[src/rtl/fp_pkg.sv]
// Shared constants and types for the fixed-to-float output packer.
//   FIX_W      : width of the unsigned Q0.32 magnitude
//   FP_EXP_W   : float32 exponent width
//   FP_FRAC_W  : float32 stored fraction width
//   EXP_INIT   : biased exponent of a magnitude whose MSB is bit 31 (2^-1)
//   state_e    : packer FSM states
package fp_pkg;

  localparam int FP_BIAS   = 127;
  localparam int FP_EXP_W  = 8;
  localparam int FP_FRAC_W = 23;
  localparam int FIX_W     = 32;

  // in_fixed[31]=1 means value in [0.5,1): unbiased exponent -1.
  localparam logic [FP_EXP_W-1:0] EXP_INIT = FP_EXP_W'(FP_BIAS - 1);

  typedef enum logic [1:0] {
    IDLE  = 2'd0,
    NORM  = 2'd1,
    ROUND = 2'd2,
    DONE  = 2'd3
  } state_e;

endpackage

[src/rtl/rne_rounder.sv]
// Combinational round-to-nearest-even of a normalised Q0.32 magnitude.
// The implicit leading one (mant[31]) is dropped by the caller.
//   i_mant : mant[30:0] of the normalised magnitude
//   i_exp  : biased exponent before rounding
//   o_exp  : biased exponent after rounding (bumped on fraction carry)
//   o_frac : 23-bit rounded fraction
module rne_rounder
  import fp_pkg::*;
(
  input  logic [FIX_W-2:0]     i_mant,
  input  logic [FP_EXP_W-1:0]  i_exp,
  output logic [FP_EXP_W-1:0]  o_exp,
  output logic [FP_FRAC_W-1:0] o_frac
);

  logic [FP_FRAC_W-1:0] w_frac;
  logic                 w_guard;
  logic                 w_sticky;
  logic                 w_inc;
  logic [FP_FRAC_W:0]   w_sum;

  assign w_frac   = i_mant[30:8];
  assign w_guard  = i_mant[7];
  assign w_sticky = |i_mant[6:0];

  // Exact ties round up only when the kept LSB is odd.
  assign w_inc = w_guard && (w_sticky || w_frac[0]);

  // On carry-out the low 23 bits are already zero, so only exp moves.
  assign w_sum  = {1'b0, w_frac} + (FP_FRAC_W+1)'(w_inc);
  assign o_frac = w_sum[FP_FRAC_W-1:0];
  assign o_exp  = i_exp + FP_EXP_W'(w_sum[FP_FRAC_W]);

endmodule

[src/rtl/fixed_to_float_packer.sv]
// Converts an unsigned Q0.32 magnitude plus sign into an IEEE-754 single.
// Normalisation shifts one bit per cycle; rounding is round-to-nearest-even.
//   clk, reset_n         : clock, synchronous active-low reset
//   in_valid/in_ready    : input handshake (ready only in IDLE)
//   in_fixed, in_neg     : magnitude (x 2^-32) and sign
//   out_valid/out_ready  : output handshake, out_float held until accepted
//   out_float            : float32 result (zero is always +0)
module fixed_to_float_packer
  import fp_pkg::*;
(
  input  logic             clk,
  input  logic             reset_n,
  input  logic             in_valid,
  output logic             in_ready,
  input  logic [FIX_W-1:0] in_fixed,
  input  logic             in_neg,
  output logic             out_valid,
  input  logic             out_ready,
  output logic [31:0]      out_float
);

  state_e               r_state;
  state_e               w_state_nxt;
  logic [FIX_W-1:0]     r_mant;
  logic [FP_EXP_W-1:0]  r_exp;
  logic                 r_sign;
  logic                 r_out_valid;
  logic [31:0]          r_out_float;

  logic                 w_in_zero;
  logic [FP_EXP_W-1:0]  w_rnd_exp;
  logic [FP_FRAC_W-1:0] w_rnd_frac;

  assign w_in_zero = (in_fixed == '0);

  rne_rounder u_rnd (
    .i_mant (r_mant[FIX_W-2:0]),
    .i_exp  (r_exp),
    .o_exp  (w_rnd_exp),
    .o_frac (w_rnd_frac)
  );

  always_comb begin
    w_state_nxt = r_state;
    case (r_state)
      IDLE:  if (in_valid) w_state_nxt = w_in_zero ? DONE : NORM;
      NORM:  if (r_mant[FIX_W-1]) w_state_nxt = ROUND;
      ROUND: w_state_nxt = DONE;
      DONE:  if (r_out_valid && out_ready) w_state_nxt = IDLE;
      default: w_state_nxt = IDLE;
    endcase
  end

  always_ff @(posedge clk) begin
    if (!reset_n) begin
      r_state     <= IDLE;
      r_mant      <= '0;
      r_exp       <= '0;
      r_sign      <= 1'b0;
      r_out_valid <= 1'b0;
      r_out_float <= '0;
    end else begin
      r_state <= w_state_nxt;
      case (r_state)
        IDLE: begin
          if (in_valid) begin
            r_mant <= in_fixed;
            r_sign <= in_neg;
            r_exp  <= EXP_INIT;
            if (w_in_zero) r_out_float <= '0;
          end
        end
        NORM: begin
          if (!r_mant[FIX_W-1]) begin
            r_mant <= r_mant << 1;
            r_exp  <= r_exp - 8'd1;
          end
        end
        ROUND: begin
          r_out_float <= {r_sign, w_rnd_exp, w_rnd_frac};
          r_out_valid <= 1'b1;
        end
        DONE: begin
          // Zero skips ROUND, so valid is raised on the first DONE cycle.
          if (!r_out_valid)   r_out_valid <= 1'b1;
          else if (out_ready) r_out_valid <= 1'b0;
        end
        default: ;
      endcase
    end
  end

  assign in_ready  = (r_state == IDLE) && reset_n;
  assign out_valid = r_out_valid;
  assign out_float = r_out_float;

endmodule

[config.mk]
export PLATFORM = sky130hd
export DESIGN_NAME = fixed_to_float_packer
export DESIGN_NICKNAME = d
export VERILOG_FILES = /design/src/rtl/fp_pkg.sv /design/src/rtl/rne_rounder.sv /design/src/rtl/fixed_to_float_packer.sv
export SDC_FILE = /design/constraint.sdc
export NUM_CORES = 1
export LEC_CHECK = 0
export ABC_AREA = 1
export BUFFER_PORTS_ARGS = -buffer_cell sky130_fd_sc_hd__buf_4
export CORE_MARGIN = 3
export CORE_UTILIZATION = 61
export CTS_CLUSTER_DIAMETER = 100
export DETAILED_ROUTE_END_ITERATION = 8
export PLACE_DENSITY = 0.85
export SYNTH_ARGS = -nofsm -noshare
export SYNTH_HDL_FRONTEND = slang
export SYNTH_HIERARCHICAL = 1
export SYNTH_SLANG_ARGS = --single-unit
[constraint.sdc]
create_clock -name clk -period 4.1 [get_ports clk]
set_clock_uncertainty 0.2 [all_clocks]
set_input_delay 0.205 -clock clk [delete_from_list [all_inputs] [get_ports clk]]
set_output_delay 0.205 -clock clk [all_outputs]
set_load 0.02 [all_outputs]
======== Yosys cells after proc, flatten, opt, wreduce, memory -nomap -nowiden ========
Index checks and enable logic that the tools add are counted.
word-level totals
  bits in registers ....................... 76
  bits of input ports ..................... 37
  output and inout bits ................... 34
  logic and storage cells ................. 50
operators by class
  add/subtract/negate cells ............... 3
  eq/ne operators ......................... 8
  mux-type cells .......................... 17
  reductions and logical operators ........ 15
operator list
  operator                                           number
  two-way mux 32 bit                                 4
  one-hot mux 32 bit (2 select lines)                2
  logical NOT 32 bit                                 1
  adder 23 x 1 -> 24 bit                             1
  two-way mux 8 bit                                  2
  one-hot mux 8 bit (2 select lines)                 1
  inequality test 2 bit (second input constant)      5
  AND reduction 3 bit                                3
  adder 8 x 1 -> 8 bit                               1
  two-way mux 2 bit                                  4
  one-hot mux 2 bit (4 select lines)                 1
  subtractor 8 x 1 -> 8 bit (second input constant)  1
  OR reduction 7 bit                                 1
  nonzero test 2 bit                                 3
  == test 2 bit (second input constant)              2
  AND reduction 2 bit                                2
  logical AND 1 bit                                  3
  == test 2 x 1 -> 1 bit (second input constant)     1
  logical NOT 2 bit                                  1
  two-way mux 1 bit                                  2
  one-hot mux 1 bit (2 select lines)                 1
  logical OR 1 bit                                   1

======== Longest topological paths before layout ========
Gate-level depths: netlist of the first run.
  word-level depth ........................ 6
  depth in mapped cells ................... 15
  mapped depth without buffers ............ 15

======== Modules after synthesis ========
The synthesis of the first run kept the hierarchy.
modules (own cells, without submodules)
  module                 instances  cells an instance  area an instance (um2)  sequential area each (um2)
  fixed_to_float_packer  1          507                3564.7                  1521.5
  rne_rounder            1          143                737.0                   0.0

======== Least setup slack after synthesis of the first run ========
Ideal clock, no wire load.
  path kind ............................... register -> register
  from .................................... register r_mant[7]
  to ...................................... register r_out_float[29] (netlist: out_float[29])
  library setup time ...................... 0.064 ns
  data arrival time ....................... 1.945 ns
  data required time ...................... 3.836 ns
  setup slack ............................. 1.891 ns
  stages on the path, launching flop included .. 16
  buffers on the path ..................... 0
  period minus slack after synthesis ...... 2.209 ns
  path through ............................ dfxtp_1 > nand2_1 > nor2_4 > nand3_2 > nor2_2 > nand2_1 > nor2_1 > ha_1 > ha_1 > nand3_1 > nor2_1 > xor2_1 > nand2_1 > nand2_1 > nand2_1 > nor2_1
between the ends
  cells in the longest elaborated chain, start to end .. 4
ends and longest elaborated chain
  item                                 line                         RTL
  start: declaration                   fixed_to_float_packer.sv:24  logic [FIX_W-1:0] r_mant;
  start signal: assignment             fixed_to_float_packer.sv:67  r_mant <= in_fixed;
  start signal: assignment             fixed_to_float_packer.sv:75  r_mant <= r_mant << 1;
  logical AND 1 bit                    rne_rounder.sv:27            assign w_inc = w_guard && (w_sticky || w_frac[0]);
  adder 23 x 1 -> 24 bit               rne_rounder.sv:30            assign w_sum = {1'b0, w_frac} + (FP_FRAC_W+1)'(w_inc);
  adder 8 x 1 -> 8 bit                 rne_rounder.sv:32            assign o_exp = i_exp + FP_EXP_W'(w_sum[FP_FRAC_W]);
  named net w_rnd_exp[6]               fixed_to_float_packer.sv:31  logic [FP_EXP_W-1:0] w_rnd_exp;
  one-hot mux 32 bit (2 select lines)  fixed_to_float_packer.sv:64  case (r_state)
  end signal: assignment               fixed_to_float_packer.sv:80  r_out_float <= {r_sign, w_rnd_exp, w_rnd_frac};
  end: declaration                     fixed_to_float_packer.sv:28  logic [31:0] r_out_float;
The timed path passes the listed nets, and every way through them passes these cells.
A chain may end at the register's enable or synchronous reset.

======== Final worst setup path of the first run ========
  from .................................... input in_fixed[10]
  to ...................................... register r_out_float[2] (netlist: out_float[2])
between the ends
  cells in the longest elaborated chain, start to end .. 3
ends and longest elaborated chain
  item                                    line                         RTL
  start: declaration                      fixed_to_float_packer.sv:15  input logic [FIX_W-1:0] in_fixed,
  logical NOT 32 bit                      fixed_to_float_packer.sv:34  assign w_in_zero = (in_fixed == '0);
  inequality test 2 bit (no source line)  n/a
  AND reduction 3 bit (no source line)    n/a
Every way passes these cells.

==> qor.csv, run 1 <==
stage;metric;value;unit
placement;place_area;4750;sq um
clocking;ctsResizeCount;0;
die;io_pins;71;
logic_synthesis;synthesis.nets;696;
finish;nNetsFinal;784;
timing;final_max_slew_viol_count;0;
route;dr.first_iter.drc_count;298;
logic_synthesis;synth_cell_type_count;34;
clocking;cts_htree_levels;3;
timing;tns;0;ns
timing;setup_viol;0;
route;wl;11.5;mm
clocking;clkTransAtPathRegs;0.08;ns
placement;place_congestion;0.913;
worst_setup_path;path_class;in -> reg;
clocking;clk_latency;0.36;ns
timing;fin_crit_sh;66.4;%
clocking;cts_sinks;76;
die;core-area;6600;sq um
logic_synthesis;synth-seq-cells;76;
outcome;outcome;finished, final reports clean;
grt;grt_max_degree;47;
route;firstDrtPassIters;5;
timing;worst_pin_slew;1.09;ns
die;die_area;8100;sq um
route;m1WireLength;4.83;mm
finish;utilization;80.5;%
worst_setup_path;end_kind;flop;
route;wl_per_cell;13.7;um
clocking;cts_root_buf;clkbuf_8;
grt;grt_pass1_wl;19.3;mm
timing;finalHoldViolations;0;
route;drc;0;
finish;fin_area;5320;sq um
grt;grt_overflow;0;
logic_synthesis;yosysWarnings;6;
worst_setup_path;cp_slowest_cell;nand2_2;
grt;first_global_vias;4171;
placement;io_buffers;70;
die;start_util;65.1;%
logic_synthesis;syn_area;4300;sq um
finish;drive_above_1_share;14.7;%
clocking;cts_tree;built;
route;ant_nets;0;
die;fp.dieH;90.0;um
worst_setup_path;crit_required;4.14;ns
worst_setup_path;cp_top_family;simple AND/OR/NAND/NOR gates;
power_and_ir_drop;p_total;0.00303;W
route;wl_met2;5.49;mm
finish;nFillCells;481;
timing;grt_setup_unrepaired;no;
placement;dpl.hpwl;7.42;mm
worst_setup_path;path_buf_inv;2;
clocking;cts-buffers-inserted;9;
timing;hold-worst-slack;0.0624;ns
worst_setup_path;worstPathCellList;dlygate4sd3_1 -> buf_4 -> nor2_1 -> nand2_1 -> nor2_1 -> nand2_1 -> nor2_2 -> nand2_2 -> nand2_2 -> nand2_1 -> nand2_1 -> nor2_1;
worst_hold_path;hold_path.class;in -> reg;
route;route.met3.wl;869;um
route;viasPerCell;5.38;
finish;antenna_cells;0;
logic_synthesis;synth-main-ff-cell;dfxtp_1;
worst_setup_path;crit_top_cell;nand2_1;
grt;track_usage;28.7;%
logic_synthesis;synthArstFlopShare;0;%
die;dieWidth;90.0;um
logic_synthesis;avgSynthCellArea;6.62;sq um
run;cap_violations;0;
worst_setup_path;cpPeakStageDelay;0.63;ns
route;top_layer;met4;
power_and_ir_drop;power_leakage;2.25;nW
logic_synthesis;synth_edf_count;0;
timing;period_minus_slack;2.72;ns
logic_synthesis;synthCells;650;
finish;syn_to_final_growth;23.6;%
worst_setup_path;critPathArrivalTime;2.76;ns
power_and_ir_drop;ir_drop;0.679;mV
worst_setup_path;worst-path-max-fanout;42;
logic_synthesis;ys_seq_area_share;35.4;%
grt;antenna_found_initial;0;
route;via_count;4489;
timing;fmax;367;MHz
clocking;cts_setup_buffers;0;
timing;maxSlewHeadroom;26.9;%
worst_setup_path;start_kind;primary input;
power_and_ir_drop;power.density;570;nW/um^2
die;fp-row-count;29;
clocking;clk_path_buf_depth;2;
## timing repair
item	4_1_cts	5_1_grt
hold buffers	34	0
hold endpoints to repair	34	0
setup endpoints to repair	0	0
## layer usage
metal  GRT usage [%]  up-vias
li1                -     2239
met1            36.2     2032
met2            48.2      189
met3            6.51       29
met4            10.5        0
met5               0        -
## final timing paths
check	slack, ns	cells after the start	startpoint	end
setup / recovery	1.38	12	in_fixed[10]	out_float[2]$_SDFFE_PN0P_
hold / removal	0.06	4	in_valid	r_mant[31]$_SDFFE_PN0P_
setup reg to reg	1.40	7	r_state[1]$_SDFFE_PN0P_	out_float[2]$_SDFFE_PN0P_
hold reg to reg	0.28	2	out_float[3]$_SDFFE_PN0P_	out_float[3]$_SDFFE_PN0P_
## worst min-delay path, stage by stage
cell and delay, ns:
buf_4 0.09, nand2_2 0.11, o21ai_4 0.10, a21oi_1 0.06
## per-stage QoR
step	instances	setup slack [ns]
2_1_floorplan	650	1.89
3_3_place_gp	786	1.61
3_5_place_dp	786	1.46
4_1_cts	835	1.44
5_1_grt	835	1.16
6_report	835	1.38
## kinds of logic after synthesis
family                   after synthesis  synth area share (%)
AND/OR/NAND/NOR                      406                  39.4
AO/OA/AOI/OAI                         77                  10.9
flip-flops                            76                  35.4
buffers and inverters                 62                  7.68
XOR/XNOR                              20                  4.07
adder cells (fa/ha/maj)                9                  2.62
## layout make-up
cell class,count,area [sq um],area share (%)
Multi-Input combinational cell,512,2450,46.1
Tap cell,93,116,2.19
Sequential cell,76,1520,28.6
Clock buffer,11,151,2.85
Inverter,34,131,2.47
Clock inverter,4,72.6,1.37
Timing Repair Buffer,105,873,16.4
## placed cells by master (no fill, tap or decap), drive strengths merged, types with 3 or more instances in the layout
cell type,count
a21boi,11
a21oi,11
a31oi,32
buf,71
clkbuf,11
dfxtp,76
dlygate4sd3,34
ha,9
inv,33
nand2,254
nand3,12
nand3b,17
nor2,118
nor3,3
o21ai,21
xnor2,9
xor2,11
## flip-flops by register name, indices dropped and copies added, names as in the netlist
signal / count
out_valid: 1
r_mant: 32
r_state: 2
out_float: 32
r_sign: 1
r_exp: 8
## cell usage after synthesis (3+ instances only)
cell type  count  area [sq um]
nand2_1      248           931
nor2_1       107           402
dfxtp_1       76          1520
a31oi_1       32           200
inv_1         31           116
o21ai_0       20           100
nand3b_1      17           128
a21oi_1       11          55.1
nand3_1       11          55.1
xor2_1        11          96.3
ha_1           9           113
xnor2_1        9          78.8
a21boi_1       8          60.1
buf_6          8          90.1
clkbuf_1       7          26.3
nor2_2         7          43.8
nand2_2        6          37.5
buf_4          5          37.5
buf_2          4          20.0
a21boi_0       3          22.5
nor2_4         3          33.8
## power by group
part	internal, W	switching [W]	leakage, nW
clock network	0.000372	0.000274	0.111
logic	0.000456	0.000745	1.51
registers	0.000947	0.000235	0.621
Note: power is estimated with default switching activity, not from simulation.
==> run 2, diff against run 1 <==
CORE_UTILIZATION = 57   (was 61)
PLACE_DENSITY = 0.81   (was 0.85)
clock period = 2.7 ns   (was 4.1 ns; I/O delays follow)
==> qor.csv, run 2 (synthesis results as in run 1) <==
stage;metric;value;unit;change
outcome;outcome;finished, final reports clean;;
worst_setup_path;path_class;reg -> reg;;
finish;antenna_cells;0;;unchanged
clocking;cts_setup_buffers;0;;unchanged
route;wl_per_cell;13.5;um;-2.0%
grt;track_usage;27.5;%;-1.2 points
clocking;clkTransAtPathRegs;0.08;ns;about the same
grt;grt_pass1_wl;19.1;mm;-1.4%
route;wl;11.5;mm;-0.14%
worst_setup_path;start_kind;flop;;
die;core-area;7290;sq um;+10%
timing;grt_setup_unrepaired;no;;
timing;worst_pin_slew;1.05;ns;-0.0484 ns
placement;placedCellCount;800;;+1.8%
clocking;cts-buffers-inserted;9;;unchanged
worst_hold_path;hold_path.class;in -> reg;;
finish;syn_to_final_growth;25.8;%;
worst_setup_path;rr_worst_depth;15;;+8
worst_setup_path;end_kind;flop;;
placement;place_congestion;0.860;;-5.8%
die;fp-row-count;31;;+6.9%
route;via_count;4464;;-0.56%
timing;fin_crit_sh;89.8;%;
worst_setup_path;crit_start;r_mant[18]$_SDFFE_PN0P_;;
finish;mostFrequentLayoutCell;nand2_1;;
timing;fin_ws;0.275;ns;-1.10 ns
route;firstDrtPassIters;5;;unchanged
finish;drive_above_1_share;17.0;%;+2.3 points
placement;dp_slack;0.254;ns;-1.20 ns
placement;dpl.hpwl;7.62;mm;+2.7%
route;dr.first_iter.drc_count;278;;-6.7%
route;viasPerCell;5.25;;-2.4%
worst_setup_path;critPathArrivalTime;2.52;ns;-0.24 ns
clocking;clk_latency;0.35;ns;about the same
grt;grt_overflow;0;;unchanged
placement;io_buffers;70;;unchanged
timing;final_max_slew_viol_count;0;;unchanged
clocking;clk_path_buf_depth;2;;unchanged
power_and_ir_drop;power_leakage;2.30;nW;+2.3%
timing;tns;0;ns;unchanged
route;drc;0;;unchanged
run;cap_violations;0;;unchanged
die;die_area;8620;sq um;+6.5%
grt;antenna_found_initial;0;;unchanged
timing;finalHoldViolations;0;;unchanged
grt;first_global_vias;4097;;-1.8%
finish;final_cell_mix;248 x nand2_1, 105 x nor2_1, 79 x buf_4, 67 x dfxtp_1, 35 x dlygate4sd3_1;;
power_and_ir_drop;power.density;851;nW/um^2;+49%
worst_setup_path;worst-path-max-fanout;6;;-86%
finish;fin_cells;851;;+1.9%
finish;nNetsFinal;793;;+1.1%
finish;nFillCells;581;;+21%
worst_setup_path;endpoint;out_float[29]$_SDFFE_PN0P_;;
worst_setup_path;rrSetupSlack;0.27;ns;-1.13 ns
die;start_util;59.0;%;-6.1 points
clocking;cts_tree;built;;
timing;fmax;412;MHz;
timing;setup_viol;0;;unchanged
timing;period_minus_slack;2.43;ns;
clocking;cts_sinks;76;;unchanged
worst_setup_path;worstReg2RegEnd;out_float[29]$_SDFFE_PN0P_;;
power_and_ir_drop;ir_drop;0.743;mV;+9.6%
die;dieWidth;92.9;um;+3.2%
die;fp.dieH;92.9;um;+3.2%
grt;grt_max_degree;46;;-2.1%
die;io_pins;71;;unchanged
clocking;cts_root_buf;clkbuf_8;;
clocking;cts_htree_levels;3;;unchanged
timing;maxSlewHeadroom;30.2;%;+3.2 points
worst_hold_path;hold_start;in_valid;;
worst_setup_path;crit_required;2.80;ns;-1.34 ns
route;ant_nets;0;;unchanged
worst_setup_path;r2r-start;r_mant[18]$_SDFFE_PN0P_;;
run 2: timing repair:
action / 4_1_cts / 5_1_grt
endpoints found under the hold margin: 34 / 0
resized for setup: 0 / 12
setup endpoints to repair: 0 / 3
hold buffers: 35 / 0
run 2: power breakdown:
group	internal, W	switching, W
Combinational	0.000730	0.00112
Clock	0.000542	0.000423
Sequential	0.00145	0.000341
Total	0.00272	0.00189
run 2: area by class of cell:
class / instances / area, sq um / share of cell area, %
Clock inverter: 5 / 75.1 / 1.39
Inverter: 34 / 131 / 2.43
Clock buffer: 11 / 141 / 2.61
Multi-Input combinational cell: 512 / 2460 / 45.5
Tap cell: 99 / 124 / 2.29
Timing Repair Buffer: 114 / 943 / 17.4
Sequential cell: 76 / 1530 / 28.3
run 2: layer usage:
metal	wire length (um)	GRT usage, %	up-vias
li1	-	-	2250
met4	232	8.79	0
met3	728	5.61	26
met2	5450	45.8	172
met5	0	0	-
met1	5050	35.7	2016
run 2: critical path: stages, from the launching register on:
cell and delay [ns]:
dfxtp_1 0.42, nand2_1 0.09, nor2_2 0.20, nand3_4 0.14, nor2_2 0.12, nand2_1 0.06, nor2_1 0.09, ha_1 0.17
ha_1 0.18, nand3_1 0.12, nor2_1 0.14, xor2_1 0.15, nand2_1 0.07, nand2_1 0.08, nand2_1 0.04, nor2_1 0.08
run 2: stage by stage:
step / total power (W) / hold WS (ns) / cell area, sq um / util [%]
3_5_place_dp: 0.00357 / 0.197 / 4820 / 66.1
3_3_place_gp: 0.00352 / 0.192 / 4820 / 66.1
6_report: 0.00460 / 0.0296 / 5410 / 74.2
5_1_grt: 0.00494 / 0.0448 / 5410 / 74.2
4_1_cts: 0.00457 / 0.0230 / 5390 / 73.9
2_1_floorplan: 0.00310 / 0.0814 / 4300 / -
run 2: worst min-delay path by stage:
stage	end	depth (start not counted)	slack (ns)
2_1_floorplan	r_mant[0]$_SDFFE_PN0P_	2	0.08
3_3_place_gp	r_sign$_SDFFE_PN0P_	3	0.19
3_5_place_dp	r_sign$_SDFFE_PN0P_	3	0.20
4_1_cts	r_sign$_SDFFE_PN0P_	4	0.02
5_1_grt	r_sign$_SDFFE_PN0P_	4	0.04
6_report	r_sign$_SDFFE_PN0P_	4	0.03
